`src/rtl/sp_ram_param.sv`:
```
// Single-port RAM with post-reset zero sweep; WR_MODE selects read-first/write-first/no-change.
// Read latency 1 cycle, or 2 cycles when SP_RAM_OUT_REG_EN is defined (extra output register).
// No backpressure: one access per cycle accepted in READY, requests dropped while busy.
module sp_ram_param #(
    parameter int DATA_W  = 8,
    parameter int ADDR_W  = 4,
    parameter int WR_MODE = 0
) (
    input  logic              clk,
    input  logic              rst,
    input  logic              cs,
    input  logic              we,
    input  logic [ADDR_W-1:0] addr,
    input  logic [DATA_W-1:0] datain,
    output logic [DATA_W-1:0] dataout,
    output logic              rd_valid,
    output logic              busy
);
    localparam int DEPTH = 2 ** ADDR_W;

    typedef enum logic {S_CLEAR, S_READY} state_t;

    state_t             state_q, state_d;
    logic [ADDR_W-1:0]  ptr_q, ptr_d;
    logic [DATA_W-1:0]  mem_q [DEPTH];
    logic               mem_we;
    logic [ADDR_W-1:0]  mem_waddr;
    logic [DATA_W-1:0]  mem_wdat;
    logic [DATA_W-1:0]  rdat_q, rdat_d;
    logic               rvld_q, rvld_d;

    always_comb begin
        state_d   = state_q;
        ptr_d     = ptr_q;
        mem_we    = 1'b0;
        mem_waddr = addr;
        mem_wdat  = datain;
        rdat_d    = rdat_q;
        rvld_d    = 1'b0;
        case (state_q)
            S_CLEAR: begin
                mem_we    = 1'b1;
                mem_waddr = ptr_q;
                mem_wdat  = '0;
                ptr_d     = ptr_q + 1'b1;
                if (&ptr_q) state_d = S_READY;
            end
            S_READY: begin
                if (cs) begin
                    if (we) begin
                        mem_we = 1'b1;
                        // Out-of-range modes fall through to read-first.
                        case (WR_MODE)
                            1: begin
                                rdat_d = datain;
                                rvld_d = 1'b1;
                            end
                            2: ;
                            default: begin
                                rdat_d = mem_q[addr];
                                rvld_d = 1'b1;
                            end
                        endcase
                    end else begin
                        rdat_d = mem_q[addr];
                        rvld_d = 1'b1;
                    end
                end
            end
            default: state_d = S_CLEAR;
        endcase
    end

    always_ff @(posedge clk) begin
        if (rst) begin
            state_q <= S_CLEAR;
            ptr_q   <= '0;
            rdat_q  <= '0;
            rvld_q  <= 1'b0;
        end else begin
            state_q <= state_d;
            ptr_q   <= ptr_d;
            rdat_q  <= rdat_d;
            rvld_q  <= rvld_d;
        end
    end

    // Storage is not reset; the sweep clears it, and reset cycles must not write.
    always_ff @(posedge clk) begin
        if (!rst && mem_we) mem_q[mem_waddr] <= mem_wdat;
    end

`ifdef SP_RAM_OUT_REG_EN
    logic [DATA_W-1:0] dout2_q;
    logic              vld2_q;

    always_ff @(posedge clk) begin
        if (rst) begin
            dout2_q <= '0;
            vld2_q  <= 1'b0;
        end else begin
            dout2_q <= rdat_q;
            vld2_q  <= rvld_q;
        end
    end

    assign dataout  = dout2_q;
    assign rd_valid = vld2_q;
`else
    assign dataout  = rdat_q;
    assign rd_valid = rvld_q;
`endif

    assign busy = (state_q == S_CLEAR);

endmodule

```
`config.mk`:
```
export PLATFORM = sky130hd
export DESIGN_NAME = sp_ram_param
export DESIGN_NICKNAME = d
export VERILOG_FILES = /design/src/rtl/sp_ram_param.sv
export SDC_FILE = /design/constraint.sdc
export NUM_CORES = 1
export LEC_CHECK = 0
export BUFFER_PORTS_ARGS = -buffer_cell sky130_fd_sc_hd__buf_4
export CORE_ASPECT_RATIO = 0.7
export CORE_MARGIN = 5
export CORE_UTILIZATION = 60
export CTS_CLUSTER_DIAMETER = 200
export CTS_CLUSTER_SIZE = 25
export DETAILED_ROUTE_END_ITERATION = 10
export GPL_TIMING_DRIVEN = 0
export PLACE_DENSITY = 0.78
export SLEW_MARGIN = 20
export SYNTH_ARGS = -nofsm -noshare
export SYNTH_HDL_FRONTEND = slang
export SYNTH_SLANG_ARGS = --single-unit
```
`constraint.sdc`:
```
create_clock -name clk -period 2.3 [get_ports clk]
set_input_delay 0.115 -clock clk [delete_from_list [all_inputs] [get_ports clk]]
set_output_delay 0.115 -clock clk [all_outputs]
set_load 0.02 [all_outputs]
```
# Word-level counts from Yosys, hierarchy flattened
# Memories as Yosys holds them, arrays and structs flattened. A register that Yosys moved wholly into a read port is not among the register bits.
# Cells that the tools add are included.
dict set report word_totals {
  reg_bits 6
  ramBits 128
  in_bits 16
  out_inout_bits 10
  elab_cells 21
  memories 1
}
# memory depth word_bits rd rd_clocked_by_memory_dff write_ports line
set memory_table {}
lappend memory_table {mem_q 16 8 1 1 1 25} ;# logic [DATA_W-1:0] mem_q [DEPTH];
dict set report op_classes {
  add_sub_neg 1
  n_mux 10
  n_bitwise 1
  reduce_logical 5
}
# operator count
set ops {}
lappend ops {{$mux W8} 1}
lappend ops {{$mux W1} 7}
lappend ops {{$add A4 B1 Y4 const B} 1}
lappend ops {{$mux W4} 1}
lappend ops {{$reduce_and A4 Y1} 1}
lappend ops {{$pmux W1 S2} 1}
lappend ops {{$reduce_and A2 Y1} 1}
lappend ops {{$reduce_or A2 Y1} 1}
lappend ops {{$logic_and A1 B1 Y1} 1}
lappend ops {{$logic_not A1 Y1} 1}
lappend ops {{$not A1 Y1} 1}

# Depth between registers and ports, before layout
dict set report logic_depth {
  depth_word 6
  mapped_depth 7
}

# Worst setup path before layout
# No wires, ideal clock.
dict set report synth_timing {
  kind {reg2reg}
  start {register state_q}
  end {memory mem_q[10][0] (enable)}
  setup_time_ns 0.370
  arrival_time_ns 1.631
  required_ns 1.930
  path_slack_ns 0.299
  stages_incl_launch_ff 7
  synth_period_minus_slack_ns 2.001
  path_cell_list {dfxtp_1 > clkbuf_1 > buf_1 > nand4b_1 > a21oi_1 > nand2_1 > nor2_1}
}
dict set report synth_via {
  elab_chain_cells 5
}
# item line
set synth_lines {}
lappend synth_lines {{start, declared} 23} ;# state_t state_q, state_d;
lappend synth_lines {{start signal, assigned} 81} ;# state_q <= state_d;
lappend synth_lines {{$not A1 Y1 (no source line)} n/a}
lappend synth_lines {{$pmux W1 S2} 40} ;# case (state_q)
lappend synth_lines {{$logic_and A1 B1 Y1} 90} ;# if (!rst && mem_we) mem_q[mem_waddr] <= mem_wdat;
lappend synth_lines {{$mux W1} 90}
lappend synth_lines {{$mux W1 (implied by the code)} 90}
lappend synth_lines {{end, declared} 25}
# Several ways; a longest one is shown, not always the timed one.

# Worst setup path after layout
dict set report layout_timing {
  start {register state_q}
  end {memory mem_q[10][5] (enable)}
}
# The elaborated chain is that of the path after synthesis.

==> results.json <==
{
  "ys_types": 37,
  "cts.root.buffer_cell": "clkbuf_16",
  "synth_area_per_cell_um2": 19.1,
  "async_flop_share_pct": 0,
  "start_util_pct": 61.7,
  "area.growth.synth_to_final_pct": 22.3,
  "grtUsageTotal_pct": 21.7,
  "cts_sinks": 142,
  "route.detailed.drc": 0,
  "hold_path_class": "input pin to flip-flop",
  "ir_drop_uv": 544,
  "fillCellCount": 475,
  "rsz0062_at_grt": "true",
  "worst_slew_pin_slew_ps": 1120,
  "max_clock_freq_mhz": 423,
  "clock_latency_ps": 410,
  "vias": 3048,
  "htree_num_levels": 4,
  "synth_edf_count": 128,
  "critPathLaunchType": "flip-flop",
  "io_pins": 26,
  "crit_start": "state_q",
  "portBuffers": 23,
  "r2r_cells": 6,
  "hold_viol_final": 0,
  "diodes": 0,
  "die_h_um": 91.0,
  "outcome": "complete, but fails checks",
  "overflow": 0,
  "cp.required_ps": 2470,
  "postPlaceCellArea_mm2": 0.00594,
  "worstSetupEndpoint": "mem_q[10][5]",
  "die_w_um": 126,
  "cp-end-kind": "flip-flop",
  "first_pass_iters": 5,
  "cts_tree": "done",
  "critical_path_arrival_ps": 2540,
  "dieArea_mm2": 0.0114,
  "fin_crit_sh_pct": 103,
  "syn_inst": 294,
  "final_area_mm2": 0.00687,
  "dp_slack_ps": -292,
  "grt_pass1_vias": 2902,
  "drtIter0Drc": 380,
  "gp_congestion": 0.863,
  "tns_ps": -1540,
  "grt_pass1_wl_um": 17900,
  "r2r-end": "mem_q[10][5]",
  "nets": 365,
  "max-cap-violations": 0,
  "dp_hpwl_um": 7320,
  "violations": "negative setup slack",
  "wire_per_inst_um": 25.5,
  "synthesis.area_mm2": 0.00562,
  "hold_depth": 4,
  "layout_setup_ws_ps": -64.0,
  "clockBufferDepth": 2,
  "ant_nets": 0,
  "r2r_start": "state_q",
  "ff2ff_setup_slack_ps": -60,
  "finalClockSkew_ps": 9.34,
  "numCtsBuffers": 17,
  "finalMaxSlewViolations": 0,
  "grt_max_degree": 17,
  "yosysSeqAreaShare_pct": 73.4,
  "syn_nets": 311,
  "synth_top_flop_cell": "edfxtp_1",
  "clkTransAtPathRegs_ps": 60,
  "drive_above_1_share_pct": 34.2,
  "synth_seq_cells": 142,
  "finalSetupViolations": 32,
  "multi_input_area_mm2": 0.00153,
  "power_density_mw_per_mm2": 833,
  "final_core_util_pct": 75.4,
  "antenna_found_initial": 0,
  "seq_area_mm2": 0.00412,
  "synth_warnings": 0,
  "core_mm2": 0.00911,
  "holdWs_ps": 152,
  "via_per_inst": 6.30,
  "leakagePower_nw": 2.27,
  "routed_wl_um": 12300,
  "period_needed_ps": 2360,
  "path_max_fanout": 10,
  "slew_headroom_pct": 25.6,
  "row_count": 29,
  "critPathKind": "flip-flop to flip-flop"
}
## synthesized netlist by cell type (2+ instances only)
| cell | number | area (µm²) |
|---|---|---|
| a21oi_1 | 5 | 25.0 |
| a22oi_1 | 7 | 52.6 |
| and2_1 | 9 | 56.3 |
| buf_1 | 2 | 7.51 |
| buf_2 | 4 | 20.0 |
| buf_4 | 2 | 15.0 |
| clkbuf_1 | 4 | 15.0 |
| dfxtp_1 | 14 | 280 |
| edfxtp_1 | 128 | 3840 |
| inv_1 | 2 | 7.51 |
| mux2_2 | 9 | 101 |
| mux2i_1 | 13 | 130 |
| mux4_1 | 8 | 210 |
| mux4_2 | 22 | 495 |
| nand2_1 | 10 | 37.5 |
| nand3_1 | 2 | 10.0 |
| nor2_1 | 25 | 93.8 |
| nor3_1 | 2 | 10.0 |
| o21ai_1 | 6 | 30.0 |
| or2_2 | 2 | 12.5 |
| xor2_1 | 2 | 17.5 |
## how the worst min path moves through the flow
stage | start | endpoint | slack, ps
after floorplan | cs | rd_valid | 260
after global placement | cs | rd_valid | 420
after detailed placement | cs | rd_valid | 410
after CTS | addr[1] | dataout[6] | 130
after global routing | addr[1] | dataout[0] | 140
final | addr[1] | dataout[0] | 150
## per-layer routing
metal,track usage [%],wire (µm),up-vias
met4,5.42,114,0
li1,-,-,1295
met3,7.04,1140,12
met1,33.4,5240,1573
met2,30.6,5850,168
met5,0,0,-
## placed cells by master (no fill, tap or decap), types with 6 or more instances in the layout
cell	netlist	layout
a22oi_1	7	7
and2_2	0	8
buf_12	1	12
buf_4	2	25
clkbuf_1	4	7
clkbuf_16	0	17
dfxtp_1	14	14
edfxtp_1	128	128
mux2_2	9	9
mux2i_1	13	13
mux4_1	8	8
mux4_2	22	22
nand2_1	10	10
nor2_1	25	9
nor2_4	0	16
o21ai_1	6	6
## through the flow
stage / cells / power (mW)
floorplan: 294 / 3.03
detailed placement: 441 / 3.11
global placement: 441 / 3.11
CTS: 473 / 5.71
finish: 484 / 5.72
global route: 484 / 5.90
## flip-flops by register name, indices dropped and copies added (netlist names)
signal and count:
dataout 8, mem_q 128, ptr_q 4, rd_valid 1, state_q 1
## repair_timing
action                                  in CTS  in global routing
hold endpoints to repair                     1                  0
buffers inserted                             0                 11
endpoints found under the setup margin     202                176
cloned                                       0                  0
hold buffers                                 1                  0
pin swaps                                    0                 13
resized for setup                           25                 16
## layout make-up
type / instances / share of cell area, %
sequential: 142 / 60.1
timing repair buffer: 35 / 5.87
buffer: 14 / 1.31
inverter: 2 / 0.109
tap: 124 / 2.26
clock inverter: 11 / 1.80
clock buffer: 20 / 6.36
multi-input combinational: 136 / 22.2
## critical path, cell delays in order (launching register included)
cell      delay [ps]
dfxtp_1          300
clkbuf_1         320
clkbuf_2         310
nor2_1            70
a32oi_1          840
nor2_4            90
buf_12           190
## report_power, final
| part | internal [mW] | switching (mW) | total (mW) |
|---|---|---|---|
| combinational | 0.128 | 0.152 | 0.281 |
| sequential | 2.81 | 0.0154 | 2.83 |
| clock | 1.67 | 0.943 | 2.61 |
| total | 4.61 | 1.11 | 5.72 |
## kinds of logic after synthesis
kind of cell             after synthesis  synth area share [%]
AND/OR/NAND/NOR                       56                  4.75
AO/OA/AOI/OAI                         24                  2.74
adder cells (fa/ha/maj)                1                 0.223
buffers and inverters                 16                  1.72
multiplexers                          52                  16.7
XOR/XNOR                               3                 0.468
flip-flops                           142                  73.4
Power figures use the tool's default switching activity.
